## config.mk

```make
export PLATFORM = sky130hd
export DESIGN_NAME = register_unloader_flat
export DESIGN_NICKNAME = d
export VERILOG_FILES = /design/src/rtl/register_unloader_if.sv /design/src/rtl/register_unloader.sv /design/src/flat_wrapper.sv
export SDC_FILE = /design/constraint.sdc
export NUM_CORES = 1
export LEC_CHECK = 0
export CELL_PAD_IN_SITES_DETAIL_PLACEMENT = 0
export CELL_PAD_IN_SITES_GLOBAL_PLACEMENT = 1
export CORE_ASPECT_RATIO = 1.4
export CORE_MARGIN = 10
export CORE_UTILIZATION = 36
export CTS_CLUSTER_SIZE = 40
export DETAILED_ROUTE_END_ITERATION = 10
export PLACE_DENSITY_LB_ADDON = 0.1
export SETUP_SLACK_MARGIN = 0.15
export SYNTH_ARGS = -nofsm -noshare
export SYNTH_HDL_FRONTEND = slang
export SYNTH_SLANG_ARGS = --single-unit
export TNS_END_PERCENT = 30
```

## constraint.sdc

```tcl
create_clock -name Clock -period 2.1 [get_ports Clock]
set_input_delay 0.21 -clock Clock [delete_from_list [all_inputs] [get_ports Clock]]
set_output_delay 0.21 -clock Clock [all_outputs]
set_load 0.03 [all_outputs]
```

## src/rtl/register_unloader_if.sv

```systemverilog
// Handshake bundle for the register unloader: a wide word enters on the
// In/InValid/InReady channel and leaves as narrow chunks on the
// Out/OutValid/OutReady channel.
// The slave modport is the unloader's view. The master modport is the
// view of the environment that feeds the word and sinks the chunks.
// Optional macro REGISTER_UNLOADER_PARITY_EN adds the OutParity signal.
interface register_unloader_if #(
    parameter int width = 32,
    parameter int chunk = 8
);

    logic [width-1:0] In;
    logic             InValid;
    logic             InReady;
    logic [chunk-1:0] Out;
    logic             OutValid;
    logic             OutReady;
    logic             OutLast;
    logic             Busy;
`ifdef REGISTER_UNLOADER_PARITY_EN
    logic             OutParity;
`endif

`ifdef REGISTER_UNLOADER_PARITY_EN
    modport slave (
        input  In, InValid, OutReady,
        output InReady, Out, OutValid, OutLast, Busy, OutParity
    );

    modport master (
        output In, InValid, OutReady,
        input  InReady, Out, OutValid, OutLast, Busy, OutParity
    );
`else
    modport slave (
        input  In, InValid, OutReady,
        output InReady, Out, OutValid, OutLast, Busy
    );

    modport master (
        output In, InValid, OutReady,
        input  InReady, Out, OutValid, OutLast, Busy
    );
`endif

endinterface

```

## src/rtl/register_unloader.sv

```systemverilog
// Register unloader: accepts one width-bit word and emits it as
// width/chunk chunks, most significant chunk first. The next word can be
// accepted on the same cycle as the last chunk of the current word, so a
// continuous stream of words drains without idle cycles.
// Optional macro REGISTER_UNLOADER_PARITY_EN adds an even-parity bit
// (OutParity) for the chunk currently on Out.
module register_unloader #(
    parameter int width = 32,
    parameter int chunk = 8
) (
    input  logic                Clock,
    input  logic                Reset,
    register_unloader_if.slave  bus
);

    localparam int chunks = width / chunk;
    localparam int cwidth = (chunks > 1) ? $clog2(chunks) : 1;
    localparam logic [cwidth-1:0] lastCount = cwidth'(chunks - 1);

    typedef enum logic {
        IDLE  = 1'b0,
        SHIFT = 1'b1
    } state_t;

    state_t            state;
    state_t            stateNext;
    logic [width-1:0]  sr;
    logic [width-1:0]  srNext;
    logic [cwidth-1:0] cnt;
    logic [cwidth-1:0] cntNext;

    logic              busy;
    logic              outLast;
    logic              chunkTaken;
    logic              inReady;
    logic              loadEvent;

    // Output decode. Outputs come straight from state, sr and cnt, so reset
    // clears them as soon as Reset rises. InReady also passes the
    // "last chunk taken" path, which allows back-to-back words.
    always_comb begin
        busy       = (state == SHIFT);
        outLast    = busy && (cnt == lastCount);
        chunkTaken = busy && bus.OutReady;
        inReady    = !Reset && (!busy || (chunkTaken && outLast));
        loadEvent  = bus.InValid && inReady;
    end

    // Next-state logic. A load takes priority because it covers both a
    // fresh word from IDLE and the no-bubble reload on the last chunk.
    // Draining to IDLE clears sr, so Out rests at zero between words.
    always_comb begin
        stateNext = state;
        srNext    = sr;
        cntNext   = cnt;
        if (loadEvent) begin
            stateNext = SHIFT;
            srNext    = bus.In;
            cntNext   = '0;
        end else if (chunkTaken) begin
            if (outLast) begin
                stateNext = IDLE;
                srNext    = '0;
                cntNext   = '0;
            end else begin
                srNext  = sr << chunk;
                cntNext = cnt + cwidth'(1);
            end
        end
    end

    // State register. An asynchronous reset discards any partly drained word.
    always_ff @(posedge Clock or posedge Reset) begin
        if (Reset) begin
            state <= IDLE;
            sr    <= '0;
            cnt   <= '0;
        end else begin
            state <= stateNext;
            sr    <= srNext;
            cnt   <= cntNext;
        end
    end

    assign bus.Out      = sr[width-1 -: chunk];
    assign bus.OutValid = busy;
    assign bus.Busy     = busy;
    assign bus.OutLast  = outLast;
    assign bus.InReady  = inReady;

`ifdef REGISTER_UNLOADER_PARITY_EN
    // The parity bit is gated by busy, so it is zero in IDLE and in reset.
    // It follows Out, so it stays stable while the sink stalls.
    always_comb begin
        bus.OutParity = busy && (^sr[width-1 -: chunk]);
    end
`endif

endmodule

```

## src/flat_wrapper.sv

```systemverilog
// flat-port wrapper written by rule: the top's interface ports become plain ports
module register_unloader_flat 
#(
    parameter int width = 32,
    parameter int chunk = 8
)
  (Clock, Reset, bus_In, bus_InValid, bus_OutReady, bus_InReady, bus_Out, bus_OutValid, bus_OutLast, bus_Busy);
  register_unloader_if #(.width(width), .chunk(chunk)) bus_i ();
  input  logic Clock;
  input  logic Reset;
  input wire logic [$bits(bus_i.In)-1:0] bus_In;
  input wire logic [$bits(bus_i.InValid)-1:0] bus_InValid;
  input wire logic [$bits(bus_i.OutReady)-1:0] bus_OutReady;
  output wire logic [$bits(bus_i.InReady)-1:0] bus_InReady;
  output wire logic [$bits(bus_i.Out)-1:0] bus_Out;
  output wire logic [$bits(bus_i.OutValid)-1:0] bus_OutValid;
  output wire logic [$bits(bus_i.OutLast)-1:0] bus_OutLast;
  output wire logic [$bits(bus_i.Busy)-1:0] bus_Busy;
  assign bus_i.In = bus_In;
  assign bus_i.InValid = bus_InValid;
  assign bus_i.OutReady = bus_OutReady;
  assign bus_InReady = bus_i.InReady;
  assign bus_Out = bus_i.Out;
  assign bus_OutValid = bus_i.OutValid;
  assign bus_OutLast = bus_i.OutLast;
  assign bus_Busy = bus_i.Busy;
  register_unloader #(.width(width), .chunk(chunk)) u_core (.Clock(Clock), .Reset(Reset), .bus(bus_i));
endmodule
```

==> results of run 1 <==
## kinds of logic after synthesis
kind of cell / synth area share, %
flops: 51.3
simple gates: 18.2
compound gates: 21.7
buf+inv: 7.47
mux: 0.586
fa+ha+maj: 0.732
## state kept, by name, indices dropped and copies added, names as in the netlist
name             cells
u_core.bus.Busy      1
u_core.sr           32
u_core.cnt           2
## synth_stat cells, types with 2 or more instances
library cell,instances
a21oi_1,13
nand2_1,3
buf_2,6
clkbuf_1,4
a22o_1,8
and3_1,12
o22a_1,12
nand2b_1,14
nor2_1,2
a221o_1,12
dfrtp_1,35
and2_1,15
buf_4,9
## worst max-delay path, stage by stage, from the launching register on
cell and delay [ps]:
dfrtp_1 390, ha_1 270, a21bo_2 310, and2_1 190, buf_4 160
## per-layer routing
layer / vias up / wire [um]
li1: 630 / -
met1: 621 / 1790
met2: 36 / 2090
met3: 5 / 229
met4: 0 / 80
met5: - / 0
## final cells by class
type	count	area, um^2
Clock buffer	6	72.6
Clock inverter	2	12.5
Fill cell	466	2320
Inverter	1	3.75
Multi-Input combinational cell	98	704
Sequential cell	35	876
Tap cell	62	77.6
Timing Repair Buffer	52	504
## power breakdown
part	internal (mW)	leakage (nW)	total, mW	switching, mW
registers	0.935	0.446	1.09	0.153
logic	0.602	0.535	1.22	0.619
clock network	0.232	0.0412	0.475	0.244
total	1.77	1.02	2.78	1.02
## worst max-delay path by stage
stage                                         start                         to  slack (ps)  cells after the start
after floorplan                               Reset                bus_InReady         520                      2
after CTS                 u_core.cnt[0]$_DFFE_PP0P_                bus_InReady         250                      4
after detailed placement                bus_InValid  u_core.sr[20]$_DFFE_PP0P_          70                      4
after global routing      u_core.cnt[1]$_DFFE_PP0P_                bus_InReady         180                      4
after global placement                  bus_InValid  u_core.sr[13]$_DFFE_PP0P_         120                      4
final                     u_core.cnt[0]$_DFFE_PP0P_                bus_InReady         270                      4
## per-stage QoR
stage / cells / worst slack (ps) / hold WS (ps) / util (%)
final: 256 / 270 / 462 / 49.2
after global routing: 256 / 177 / 511 / 49.2
after CTS: 256 / 247 / 481 / 49.2
after detailed placement: 248 / 74.1 / 483 / 47.4
after global placement: 248 / 124 / 480 / 47.4
after floorplan: 154 / 519 / 343 / -
==> qor_table.md, run 1 <==
| Stage | Parameter | Reported |
|---|---|---|
| outcome | Result of the run | complete, no violations |
| critical path | Worst Path Class, Setup | reg -> out |
| place | Detailed Place HPWL | 3.02 mm |
| power and ir drop | Standby leakage power | 1.02 nW |
| synth | Count of mapped cells out of synthesis | 154 |
| grt | Global Route Usage Sum | 11.4% |
| clock network | Clock sink count | 35 |
| synth | Dominant cell type by area after synthesis | dfrtp_1 |
| sta | Setup Total Neg Slack | 0 ps |
| hold path | Hold Crit Class | in -> async |
| detailed routing | Drt pass-1 iters | 4 |
| synth | Portion of the post-synthesis area used by sequential elements | 51.3% |
| clock network | Clock tree from TritonCTS | done |
| power and ir drop | Peak VDD IR | 0.496 mV |
| detailed routing | DRC violation total after the first TritonRoute iteration | 61 |
| synth | Proportion of netlist area held by the largest area contributor | 51.3% |
| flow run | Max-capacitance violation count | 0 |
| critical path | Required time at the endpoint of the critical path | 1890 ps |
| grt | Met2 demand-to-capacity share in global routing | 19.1% |
| clock network | Maximum clock insertion buffer count | 2 |
| synth | Synthesized area | 1710 um^2 |
| die | Number of top-level pins | 48 |
| synth | Per-instance average area after synthesis | 11.1 um^2 |
| clock network | Number of gates given a new drive strength after cts | 1 |
| die | Area of the placeable core | 4570 um^2 |
| detailed routing | Count of unresolved DRC violations after routing | 0 |
| grt | Grt peak-use layer | met2 |
| sta | Max-slew headroom | 51.0% |
| final layout | Post-route cell area | 2250 um^2 |
| sta | Fin. max-slew vios | 0 |
| grt | Antenna violations before repair | 0 |
| sta | Post-route fraction of the period consumed by the critical path | 87.1% |
| sta | Setup clock skew after layout | 7.09 ps |
| final layout | Most frequent cells in the layout | 45 x clkdlybuf4s50_1, 35 x dfrtp_1, 15 x and2_1 |
| detailed routing | Post-route antenna net violation count | 0 |
| sta | Max frequency | 547 MHz |
| detailed routing | Final routed wirelength across all metal layers | 4.18 mm |
| critical path | CP max FO | 15 |
| grt | Largest net degree at the start of global routing | 36 |
| power and ir drop | Tot Pwr | 2.78 mW |
| detailed routing | Vias after detailed routing | 1,292 |
| final layout | Most frequent standard cell in the layout excluding fill and tap cells | clkdlybuf4s50_1 |
| clock network | Source-to-sink clock delay at the later pin of the worst-skew pair | 290 ps |
| die | Die Span X | 78.2 um |
| place | Number of port buffers | 47 |
| synth | Synthesized net count | 191 |
| critical path | Capturing point of the worst reg2reg path | u_core.sr[14]$_DFFE_PP0P_ |
| final layout | Area Overhead vs Synth | 31.8% |
| sta | Time the final worst path needs with I/O delays and setup | 1830 ps |
| grt | Wire length of the first global-routing pass | 7.07 mm |
| die | Effective utilization at floorplan | 37.4% |
| synth | Yosys warning total | 0 |
| grt | GR Overflow Total | 0 |
| sta | Setup repair after global routing missed its margin | no |
| place | Area after DPL | 2170 um^2 |
| final layout | Number of antenna repair diodes | 0 |
| clock network | Library cell used as clock root buffer | clkbuf_8 |
| sta | Final setup violation count | 0 |
| grt | GR Layer Usage met1 | 12.5% |
| synth | Unique masters post-synth | 22 |
| clock network | Number of buffers inserted to repair setup after CTS | 0 |
| synth | Largest cells by area after synthesis | dfrtp_1 51%, a221o_1 7.0%, o22a_1 6.2%, and2_1 5.5%, nand2b_1 5.1% |
| die | Std-Cell Rows | 29 |
| sta | Pin slew with the least headroom to its limit | 734 ps |
| critical path | Crit path arrival time | 1620 ps |
| die | Die height | 101 um |
| grt | Vias in the first global route | 1,482 |
| synth | Post-synth ARST share | 100% |
| final layout | Number of nets in the layout | 230 |
| critical path | Startpoint class of the critical path | register |
| critical path | Kind of end point of the critical path | primary output |
| power and ir drop | Power density of the placed cells | 1240 nW/um^2 |
| place | Routability congestion estimate | 0.770 |
| die | Die Outline Area | 7940 um^2 |
| critical path | Logic depth of the worst register-to-register path | 4 |
| critical path | Start of the worst register-to-register path | u_core.cnt[0]$_DFFE_PP0P_ |
| detailed routing | Wire length per cell | 16.3 um |
| final layout | Fraction of final layout cells sized beyond drive strength 1 | 8.25% |
| sta | Hold Vio Cnt, Final | 0 |
| clock network | Clock transition at the register clock pins on the worst setup and hold paths after CTS | 70 ps |
| detailed routing | Vias per Instance | 5.05 |
| synth | Main flop type after synthesis | dfrtp_1 |
| synth | Number of flops mapped to enable cells by yosys | 0 |
| critical path | Setup slack of the worst register-to-register path | 420 ps |
| clock network | Post-CTS Hold Fix Bufs | 0 |
| synth | Synth Register Bits | 35 |
| clock network | Number of levels in the clock H-tree | 2 |
| clock network | Number of clock buffers inserted by TritonCTS | 5 |
| grt | GR Util met3 | 4.08% |
Note: power is estimated with default switching activity, not from simulation.
==> run 2: changes to the inputs <==
Settings changed: CELL_PAD_IN_SITES_DETAIL_PLACEMENT 0 to not set, CELL_PAD_IN_SITES_GLOBAL_PLACEMENT 1 to not set, CORE_UTILIZATION 36 to 47, PLACE_DENSITY set to 0.79, PLACE_DENSITY_LB_ADDON 0.1 to not set.
==> qor_table.md, run 2 (synthesis results as in run 1) <==
| Stage | Parameter | Reported |
|---|---|---|
| critical path | Required time at the endpoint of the critical path | 1890 ps |
| grt | Global Route Usage Sum | 13.3% |
| power and ir drop | Net switching power | 1.03 mW |
| outcome | Result of the run | complete, no violations |
| sta | Setup clock skew after layout | 6.00 ps |
| power and ir drop | Standby leakage power | 1.04 nW |
| critical path | Startpoint class of the critical path | register |
| power and ir drop | Sequential fraction of design power | 37.1% |
| detailed routing | DRC violation total after the first TritonRoute iteration | 86 |
| die | Effective utilization at floorplan | 49.6% |
| grt | GR Overflow Total | 0 |
| critical path | Worst Path Class, Setup | reg -> out |
| final layout | Area occupied by registers | 876 um^2 |
| power and ir drop | Tot Pwr | 2.94 mW |
| final layout | Number of nets in the layout | 229 |
| sta | Pin slew with the least headroom to its limit | 823 ps |
| final layout | Number of antenna repair diodes | 0 |
| detailed routing | Wire length per cell | 18.0 um |
| clock network | Number of clock buffers inserted by TritonCTS | 5 |
| detailed routing | Vias after detailed routing | 1,332 |
| grt | Wire length of the first global-routing pass | 7.07 mm |
| sta | Time the final worst path needs with I/O delays and setup | 1870 ps |
| sta | Max-slew headroom | 45.1% |
| final layout | Fraction of final layout cells sized beyond drive strength 1 | 8.81% |
| die | Die height | 91.3 um |
| sta | Hold_ws | 441 ps |
| critical path | CP max FO | 15 |
| sta | Max frequency | 536 MHz |
| power and ir drop | Switch share | 34.9% |
| grt | Largest net degree at the start of global routing | 36 |
| power and ir drop | Combinational share of power | 41.8% |
| final layout | Area of the multi-input gates | 707 um^2 |
| final layout | Most frequent cells in the layout | 45 x clkdlybuf4s50_1, 35 x dfrtp_1, 15 x and2_1 |
| die | Std-Cell Rows | 25 |
| power and ir drop | Cell internal power dissipation | 1.92 mW |
| clock network | Clock sink count | 35 |
| detailed routing | Drt pass-1 iters | 4 |
| clock network | Clock tree from TritonCTS | done |
| place | Detailed Place HPWL | 3.05 mm |
| sta | Post-route fraction of the period consumed by the critical path | 88.8% |
| clock network | Library cell used as clock root buffer | clkbuf_8 |
| die | Die Outline Area | 6480 um^2 |
| detailed routing | Final routed wirelength across all metal layers | 4.20 mm |
| grt | Antenna violations before repair | 0 |
| die | Area of the placeable core | 3440 um^2 |
| die | Number of top-level pins | 48 |
| sta | Hold Vio Cnt, Final | 0 |
| detailed routing | Count of unresolved DRC violations after routing | 0 |
| power and ir drop | Peak VDD IR | 0.904 mV |
| hold path | Hold Crit Class | in -> async |
| place | Area after DPL | 2130 um^2 |
| final layout | Most frequent standard cell in the layout excluding fill and tap cells | clkdlybuf4s50_1 |
| sta | Final setup violation count | 0 |
| power and ir drop | Clock network fraction of design power | 21.1% |
| final layout | Post-route insts no fill | 233 |
| detailed routing | Post-route antenna net violation count | 0 |
| clock network | Source-to-sink clock delay at the later pin of the worst-skew pair | 290 ps |
| final layout | Post-route cell area | 2250 um^2 |
| place | Routability congestion estimate | 0.758 |
| critical path | Crit path arrival time | 1660 ps |
| place | Number of port buffers | 47 |
| final layout | Top register by number of flip-flops | u_core.sr |
| final layout | Final design utilization | 65.4% |
| final layout | Fillcell total | 270 |
| final layout | Area Overhead vs Synth | 31.8% |
| clock network | Maximum clock insertion buffer count | 2 |
| power and ir drop | Power density of the placed cells | 1310 nW/um^2 |
| grt | Vias in the first global route | 1,449 |
| clock network | Number of levels in the clock H-tree | 2 |
| final layout | Max reg flops | 32 |
| sta | Setup repair after global routing missed its margin | no |
| clock network | Clock transition at the register clock pins on the worst setup and hold paths after CTS | 70 ps |
| flow run | Max-capacitance violation count | 0 |
| place | Cell Count Post-Placement | 225 |
| die | Die Span X | 70.9 um |
| critical path | Kind of end point of the critical path | primary output |
| detailed routing | Vias per Instance | 5.72 |
| sta | Fin. max-slew vios | 0 |
[run 2: cell count changes in the layout (fill, tap and decap cells not counted)]
cell,before,now
clkbuf_8,5,6
buf_4,6,5
nor2_1,2,1
clkinvlp_4,1,0
nor2_2,0,1
clkbuf_1,1,0
bufinv_16,0,1
[run 2: final cells by class]
type                    count  share of cell area, %
clock buffers               6                   3.67
clock inverters             2                   1.56
flip-flops and latches     35                   38.9
inverters                   1                  0.167
multi-input cells          98                   31.4
well taps                  40                   2.22
repair buffers             51                   22.1
[run 2: power by group through the flow]
| stage | sequential [mW] | clock, mW | combinational, mW |
|---|---|---|---|
| after detailed placement | 1.10 | 0 | 1.25 |
| after global routing | 1.12 | 0.656 | 1.34 |
| after CTS | 1.09 | 0.634 | 1.25 |
| after global placement | 1.09 | 0 | 1.20 |
| after floorplan | 1.07 | 0 | 0.948 |
| final | 1.09 | 0.620 | 1.23 |
[run 2: layer usage]
| metal | GRT usage, % | wire [um] |
|---|---|---|
| met1 | 15.9 | 1850 |
| met2 | 20.5 | 1990 |
| met4 | 5.18 | 56 |
| met3 | 5.66 | 294 |
| met5 | 0 | 0 |
[run 2: critical path, cell delays in order (launching register included)]
cell and delay, ps:
dfrtp_1 400, ha_1 290, a21bo_2 320, and2_1 200
buf_4 160
[run 2: path summary, 6_finish.rpt]
kind	start	cells past startpoint	endpoint	slack [ps]
setup / recovery	u_core.cnt[0]$_DFFE_PP0P_	4	bus_InReady	230
min in group Clock	u_core.sr[5]$_DFFE_PP0P_	1	u_core.sr[5]$_DFFE_PP0P_	500
hold / removal	Reset	3	u_core.cnt[0]$_DFFE_PP0P_	440
setup reg to reg	u_core.cnt[0]$_DFFE_PP0P_	4	u_core.sr[16]$_DFFE_PP0P_	370
max in group asynchronous	Reset	3	u_core.sr[15]$_DFFE_PP0P_	1360
hold reg to reg	u_core.sr[5]$_DFFE_PP0P_	1	u_core.sr[5]$_DFFE_PP0P_	500
[run 2: per-stage QoR]
stage | worst slack (ps) | TNS, ps
finish | 235 | 0
global route | 175 | 0
CTS | 223 | 0
detailed placement | -102 | -1450
global placement | 5.18 | 0
floorplan | 519 | 0
[run 2: what timing repair did]
| item | in CTS | in global routing |
|---|---|---|
| gates resized for setup | 2 | 0 |
| setup buffers | 0 | 0 |
| hold buffers | 0 | 0 |
| setup endpoints to repair | 21 | 0 |
==> run 3: changes to the inputs <==
Settings changed: CTS_CLUSTER_SIZE 40 to 28.
==> results of run 3 <==
Final layout, timing and power as in run 2 (identical DEF).
